## config.mk

```make
export PLATFORM = sky130hd
export DESIGN_NAME = sdf_r2_delay_ctrl
export DESIGN_NICKNAME = d
export VERILOG_FILES = /design/src/rtl/fft_pkg.sv /design/src/rtl/sdf_delay_ram.sv /design/src/rtl/sdf_r2_delay_ctrl.sv
export SDC_FILE = /design/constraint.sdc
export NUM_CORES = 1
export LEC_CHECK = 0
export BUFFER_PORTS_ARGS = -buffer_cell sky130_fd_sc_hd__buf_4
export CAP_MARGIN = 20
export CORE_ASPECT_RATIO = 0.8
export CORE_MARGIN = 2
export CORE_UTILIZATION = 61
export CTS_CLUSTER_DIAMETER = 30
export DETAILED_ROUTE_END_ITERATION = 6
export GPL_ROUTABILITY_DRIVEN = 1
export HOLD_SLACK_MARGIN = 0.12
export PLACE_DENSITY_LB_ADDON = 0.08
export SLEW_MARGIN = 20
export SYNTH_ARGS = -nofsm -noshare
export SYNTH_HDL_FRONTEND = slang
export SYNTH_SLANG_ARGS = --single-unit
export TNS_END_PERCENT = 30
```

## constraint.sdc

```tcl
create_clock -name clk -period 8.3 [get_ports clk]
set_clock_uncertainty 0.2 [all_clocks]
set_input_delay 2.49 -clock clk [delete_from_list [all_inputs] [get_ports clk]]
set_output_delay 2.49 -clock clk [all_outputs]
set_load 0.02 [all_outputs]
```

## src/rtl/fft_pkg.sv

```systemverilog
// Shared definitions for the radix-2 SDF FFT pipeline.
// Holds the stage state encodings, the sample widths and the complex sample type.
package fft_pkg;

    typedef enum logic [1:0] {
        IDLE    = 2'b00,
        FIRST   = 2'b01,
        SECOND  = 2'b10,
        WAITING = 2'b11
    } sdf_state_t;

    localparam int DW = 17;
    localparam int AW = 16;

    typedef struct packed {
        logic signed [DW-1:0] re;
        logic signed [DW-1:0] im;
    } cplx_t;

endpackage

```

## src/rtl/sdf_delay_ram.sv

```systemverilog
// Feedback delay storage for one SDF stage.
// Reads combinationally at addr and writes synchronously at addr when we is high.
module sdf_delay_ram
    import fft_pkg::*;
#(
    parameter int DEPTH = 16,
    parameter int WIDTH = 34,
    parameter int ABITS = (DEPTH > 1) ? $clog2(DEPTH) : 1
) (
    input  logic             clk,
    input  logic             we,
    input  logic [ABITS-1:0] addr,
    input  logic [WIDTH-1:0] wdata,
    output logic [WIDTH-1:0] rdata
);

    logic [WIDTH-1:0] mem [DEPTH];

    always_ff @(posedge clk) begin
        if (we) begin
            mem[addr] <= wdata;
        end
    end

    assign rdata = mem[addr];

endmodule

```

## src/rtl/sdf_r2_delay_ctrl.sv

```systemverilog
// Sequencer and feedback delay line for one radix-2 SDF FFT stage.
// Optional sticky overflow output ovf is built when SDF_OVF_FLAG_EN is defined.
module sdf_r2_delay_ctrl
    import fft_pkg::*;
#(
    parameter int DEPTH = 16,
    parameter int DW    = fft_pkg::DW,
    parameter int CW    = $clog2(DEPTH) + 1
) (
    input  logic                 clk,
    input  logic                 rst,
    input  logic                 in_valid,
    output logic                 in_ready,
    output logic [1:0]           state,
    input  logic signed [DW-1:0] sr_r,
    input  logic signed [DW-1:0] sr_i,
    output logic signed [DW-1:0] b_r,
    output logic signed [DW-1:0] b_i,
`ifdef SDF_OVF_FLAG_EN
    output logic                 ovf,
`endif
    output logic                 out_valid
);

    localparam int PW = (DEPTH > 1) ? $clog2(DEPTH) : 1;

    sdf_state_t      st, st_n, cur;
    logic [CW-1:0]   cnt, cnt_n;
    logic [PW-1:0]   ptr;
    logic            acc, adv, last, show_b;
    logic [2*DW-1:0] rd;

    // IDLE already presents WAITING when a sample arrives so the butterfly
    // produces a real SR for the sample stored in that same cycle.
    assign cur      = (st == IDLE && in_valid) ? WAITING : st;
    assign state    = cur;
    assign in_ready = (st != SECOND);
    assign acc      = in_valid & in_ready;
    assign last     = (cnt == CW'(DEPTH - 1));
    assign show_b   = (cur == FIRST) || (cur == SECOND);

    always_comb begin
        adv = 1'b0;
        case (cur)
            WAITING, FIRST: adv = acc;
            SECOND:         adv = 1'b1;
            default:        adv = 1'b0;
        endcase
    end

    always_comb begin
        st_n  = cur;
        cnt_n = cnt;
        if (adv) begin
            if (last) begin
                cnt_n = '0;
                case (cur)
                    WAITING: st_n = FIRST;
                    FIRST:   st_n = SECOND;
                    SECOND:  st_n = in_valid ? WAITING : IDLE;
                    default: st_n = IDLE;
                endcase
            end else begin
                cnt_n = cnt + CW'(1);
            end
        end
    end

    always_ff @(posedge clk) begin
        if (rst) begin
            st  <= IDLE;
            cnt <= '0;
            ptr <= '0;
        end else begin
            st  <= st_n;
            cnt <= cnt_n;
            if (adv) begin
                ptr <= (ptr == PW'(DEPTH - 1)) ? '0 : ptr + PW'(1);
            end
        end
    end

    sdf_delay_ram #(
        .DEPTH (DEPTH),
        .WIDTH (2 * DW),
        .ABITS (PW)
    ) u_ram (
        .clk   (clk),
        .we    (adv),
        .addr  (ptr),
        .wdata ({sr_r, sr_i}),
        .rdata (rd)
    );

    assign b_r       = show_b ? $signed(rd[2*DW-1:DW]) : '0;
    assign b_i       = show_b ? $signed(rd[DW-1:0])    : '0;
    assign out_valid = adv & show_b;

`ifdef SDF_OVF_FLAG_EN
    // True when the value needs all DW bits, i.e. it will not fit the next stage.
    function automatic logic wide_val(input logic signed [DW-1:0] v);
        return v[DW-1] ^ v[DW-2];
    endfunction

    always_ff @(posedge clk) begin
        if (rst) begin
            ovf <= 1'b0;
        end else if (adv && (wide_val(sr_r) || wide_val(sr_i))) begin
            ovf <= 1'b1;
        end
    end
`endif

endmodule

```

**After elaboration in Yosys (flattened, before gate mapping)**

Memories as Yosys holds them, arrays and structs flattened. A register that Yosys moved wholly into a read port is not among the register bits.
Index checks and enable logic that the tools add are counted.

- $add $sub $neg: 2
- Eq/ne operators: 6
- Mux-type cells: 14
- Bitwise operators: 2
- Reduce and logical (&&, ||, !) cells: 4

Operators with widths:

| operator | count |
|---|---|
| 2-to-1 mux 17 bit | 2 |
| 2-to-1 mux 4 bit | 3 |
| 2-to-1 mux 2 bit | 4 |
| case mux 2 bit (3 select lines) | 1 |
| adder 5 x 1 -> 5 bit, second input constant | 1 |
| equality test 5 x 4 -> 1 bit, second input constant | 1 |
| 2-to-1 mux 5 bit | 1 |
| adder 4 x 1 -> 4 bit, second input constant | 1 |
| equality test 2 bit, second input constant | 2 |
| equality test 4 bit, second input constant | 1 |
| AND 1 bit | 2 |
| equality test 2 x 1 -> 1 bit, second input constant | 1 |
| zero test 2 bit | 1 |
| 2-to-1 mux 1 bit | 2 |
| != test 2 bit, second input constant | 1 |
| case mux 1 bit (2 select lines) | 1 |
| OR reduction 2 bit | 1 |
| logical AND 1 bit | 1 |
| logical OR 1 bit | 1 |

- Bits in registers: 11
- Bits in writable memories: 544
- Input port bits: 37
- Output and inout port bits: 38
- Logic and storage cells: 32
- Memories kept: 1

Memories:

| memory | words | bits a word | rd ports | clocked after Yosys merged registers in | write ports | line | RTL |
|---|---|---|---|---|---|---|---|
| u_ram.mem | 16 | 34 | 1 | 1 | 1 | sdf_delay_ram.sv:17 | `logic [WIDTH-1:0] mem [DEPTH];` |

**Logic depth before layout (Yosys ltp)**

- Depth in word-level cells: 8
- Depth in mapped cells: 10
- Depth with buffers taken out: 7

**By module**

From an unflattened synthesis, not the netlist that was laid out.

- Cells, all modules: 959
- Area, all modules: 21242.9 sq um

By module, submodules not included:

| module | instances | cells each | area each (sq um) | sequential area each (sq um) |
|---|---|---|---|---|
| sdf_delay_ram | 1 | 856 | 20425.8 | 16335.7 |
| sdf_r2_delay_ctrl | 1 | 103 | 817.0 | 220.2 |

**Least setup slack after synthesis**

Ideal clock, no wire load.

- Path type: input-to-reg
- From: input in_valid
- To: memory u_ram.mem[0][0], enable pin
- Library setup time: 522 ps
- Data arrival time: 6603 ps
- Setup slack: 975 ps
- Stages on the path: 4
- Buffers on the path: 2
- Cells stage by stage: clkbuf_1 > nor2_1 > clkbuf_1 > nor4b_1

- Cells in the longest elaborated chain, start to end: 7
- Elaborated cells between the ends (all ways): 10
- Classes of those cells: eq/ne (3); mux (4); bitwise (1); reduce/logical (2)

RTL lines:

| element | line | RTL |
|---|---|---|
| start: declaration | sdf_r2_delay_ctrl.sv:12 | `input logic in_valid,` |
| logical AND 1 bit | sdf_r2_delay_ctrl.sv:35 | `assign cur = (st == IDLE && in_valid) ? WAITING : st;` |
| 2-to-1 mux 2 bit | sdf_r2_delay_ctrl.sv:35 |  |
| equality test 2 x 1 -> 1 bit / equality test 2 bit (equally long branches) | sdf_r2_delay_ctrl.sv:44 | `case (cur)` |
| OR reduction 2 bit | sdf_r2_delay_ctrl.sv:44 |  |
| case mux 1 bit (2 select lines) * | sdf_r2_delay_ctrl.sv:44 |  |
| 2-to-1 mux 1 bit * | sdf_delay_ram.sv:20 | `if (we) begin` |
| 2-to-1 mux 1 bit (implied by the code) * | sdf_delay_ram.sv:21 | `mem[addr] <= wdata;` |
| end: declaration | sdf_delay_ram.sv:17 |  |

Mark *: on every way between the ends. The rest lies on a longest branch, timed or not.

**Final worst setup path**

- From: input in_valid
- To: output b_i[4]

- Cells in the longest elaborated chain, start to end: 5
- Elaborated cells between the ends (all ways): 6
- Classes of those cells: eq/ne (2); mux (2); reduce/logical (2)

RTL lines:

| element | line | RTL |
|---|---|---|
| logical AND 1 bit * | sdf_r2_delay_ctrl.sv:35 |  |
| 2-to-1 mux 2 bit * | sdf_r2_delay_ctrl.sv:35 |  |
| equality test 2 x 1 -> 1 bit / equality test 2 bit (equally long branches) | sdf_r2_delay_ctrl.sv:40 | `assign show_b = (cur == FIRST) \|\| (cur == SECOND);` |
| logical OR 1 bit * | sdf_r2_delay_ctrl.sv:40 |  |
| 2-to-1 mux 17 bit * | sdf_r2_delay_ctrl.sv:96 | `assign b_i = show_b ? $signed(rd[DW-1:0]) : '0;` |
| end: declaration | sdf_r2_delay_ctrl.sv:18 | `output logic signed [DW-1:0] b_i,` |

Marked as above.

==> metrics.txt <==
CTS Hold Bufs 0; Synth top area share 0.747; setup slack after layout 0.956 ns; FILL cells 2149; Num CTS Buffers 91; largest net degree at the start of global routing 77; Die Y 173 um; Final Cell Area 25900 sq um; mean area per synthesized cell 18.2 sq um; commonest non-fill, non-tap cells in the layout edfxtp_1, mux2i_1, a22oi_1; first-pass GRT wire length 71200 um; full die area 37400 sq um; Cells after Synth 1203; vias per inst 6.09; Clock Latency Late Sink 0.60 ns; Crit Path Category primary input to primary output; Worst Max-Slew Pin Slew 1.06 ns; number of enable flip-flop cells after synthesis 544; top cell family by delay on the critical path simple AND/OR/NAND/NOR gates; CTS tree yes; CP dominant cell by count buf_4; Final ANT Viol Nets 0; final setup fails 0; row cnt 62; Critical Path Max Stage Delay 0.45 ns; largest area contributor in the netlist edfxtp_1; CP cell instances buf_4, nor2b_1, nor2_1, ha_1, nand2b_2, buf_4, a221oi_1, o21ai_0, o21ai_0, buf_4; fin cells 1886; Die X 216 um; grt ovf 0; Ports 75; cell total after placement 1711; met2 Usage GRT 0.395; GRT Overall Usage 0.257; vias in the first global route 11600; area share of xor/xnor cells in the synthesized design 0.000801; Residual DRC 0; PortBufs 74; Starting Density 0.615; max-capacitance violation count 0; commonest non-fill, non-tap cell in the layout edfxtp_1; H-tree depth 3; Slew HR 0.293; CP endpoint kind primary output; Worst-path clk slew 0.05 ns; DR WL/cell 25.0 um; PwrDens 286 nW/um^2; Yosys cell types 38; met3 usage 0.0491; Vias 11500; # Post-CTS Setup Buffers 0; share of cells above drive strength 1 0.207; compound-cell area share of the yosys netlist 0.0598; RePlAce Congestion 0.713; VDD IR-drop max 0.191 mV; Syn-to-layout area delta 18.5%; largest family of logic cells by synthesized area multiplexers; Post-Route WL 47100 um; DR pass1 iterations 7; CTS resizes 0; initial antenna violation count 2; Finished Core Util 0.728; Post-Synth Adder-Cell Area 0.00343; post-synthesis sequential area ratio 0.760; #FFs+latches synth 559; Top Usage Layer GRT met2; setup_tns 0 ns; Post-layout nets 1368; Buf/Inv on CP 3; pre-CTS setup slack 0.974 ns; met1 Track Usage GR 0.376; top cells by area, synth edfxtp_1, mux2i_1, a22oi_1, dfxtp_1, mux4_2; mux contribution to synthesized area 0.126; Final period util 0.885; Synth Cell Area 21900 sq um; CTS Buffer Depth 3; post-layout min period 7.34 ns; worst path required time 5.61 ns; CP Max Fanout 18; total core area 35600 sq um; DRT iter0 DRCs 1219; Worst EP arrival 4.65 ns; Leak 8.76 nW; root buffer cell clkbuf_16; slowest CP cell nand2b_2; Hold Crit Class register to register; fraction of registers with async set/reset 0; Placed Area 22800 sq um; FMAX 136 MHz; Yosys warnings 0; fin. max-slew vios 0; Most used DFF post-synth edfxtp_1; Setup crit start kind primary input; unrepaired setup endpoints after global routing false; clock tree sinks 559; post-synthesis simple-gate area fraction 0.0233; syn_nets 1246; DP Wirelength 23200 um; status completed; Fin. Hold Viols 0
routing by layer:
metal	up-vias	wire (um)
met5	-	0
met4	0	1080
met3	85	3260
met2	445	22300
met1	5837	20400
li1	5120	-
cell usage after synthesis, types with 9 or more instances:
cell and instances:
buf_4 10, mux4_2 12, mux2i_1 248, a221oi_1 12, clkbuf_1 24, a22oi_1 112, nand2_1 66, o22ai_1 22
dfxtp_1 15, buf_2 16, buf_8 9, o21ai_0 23, edfxtp_1 544, nor2_1 10
worst min-delay path, delay by kind of cell, from the launching register on:
family / cells / cell delay, ns
and+or+nand+nor: 1 / 0.06
DFF: 1 / 0.30
AOI/OAI and AO/OA: 1 / 0.04
per-stage QoR:
stage | power (mW) | hold slack [ns]
2_1_floorplan | 3.58 | 0.224
3_5_place_dp | 3.76 | 0.235
6_report | 7.41 | 0.253
4_1_cts | 7.45 | 0.247
5_1_grt | 7.64 | 0.267
3_3_place_gp | 3.76 | 0.233
final timing paths:
check	cells after the start	slack [ns]	endpoint	start
setup / recovery	10	0.96	b_i[4]	in_valid
hold / removal	2	0.25	cnt[4]	cnt[4]
setup reg to reg	4	5.42	u_ram.mem[2][4]	st[1]
hold reg to reg	2	0.25	cnt[4]	cnt[4]
logic make-up after synthesis:
kind of cell,count (synthesis)
AO/OA/AOI/OAI,187
XOR/XNOR,2
adder cells (fa/ha/maj),6
buffers and inverters,79
flip-flops,559
multiplexers,260
AND/OR/NAND/NOR,110
layout make-up:
class | count | area [sq um] | area share
multi-input combinational | 565 | 4750 | 0.183
antenna | 2 | 5.00 | 0.000193
tap | 480 | 601 | 0.0232
timing repair buffer | 102 | 816 | 0.0315
clock buffer | 100 | 2320 | 0.0895
sequential | 559 | 16600 | 0.642
inverter | 6 | 22.5 | 0.000868
clock inverter | 72 | 786 | 0.0303
power by group:
| part | switching [mW] | internal (mW) | leakage (nW) |
|---|---|---|---|
| logic | 0.332 | 0.207 | 2.23 |
| registers | 0.0235 | 3.15 | 5.04 |
| clock network | 1.36 | 2.34 | 1.48 |
sequential cells by signal, indices dropped and copies added (netlist names), named ones only:
name and flops:
u_ram.mem 544, ptr 4, st 2, cnt 5
Power figures use the tool's default switching activity.
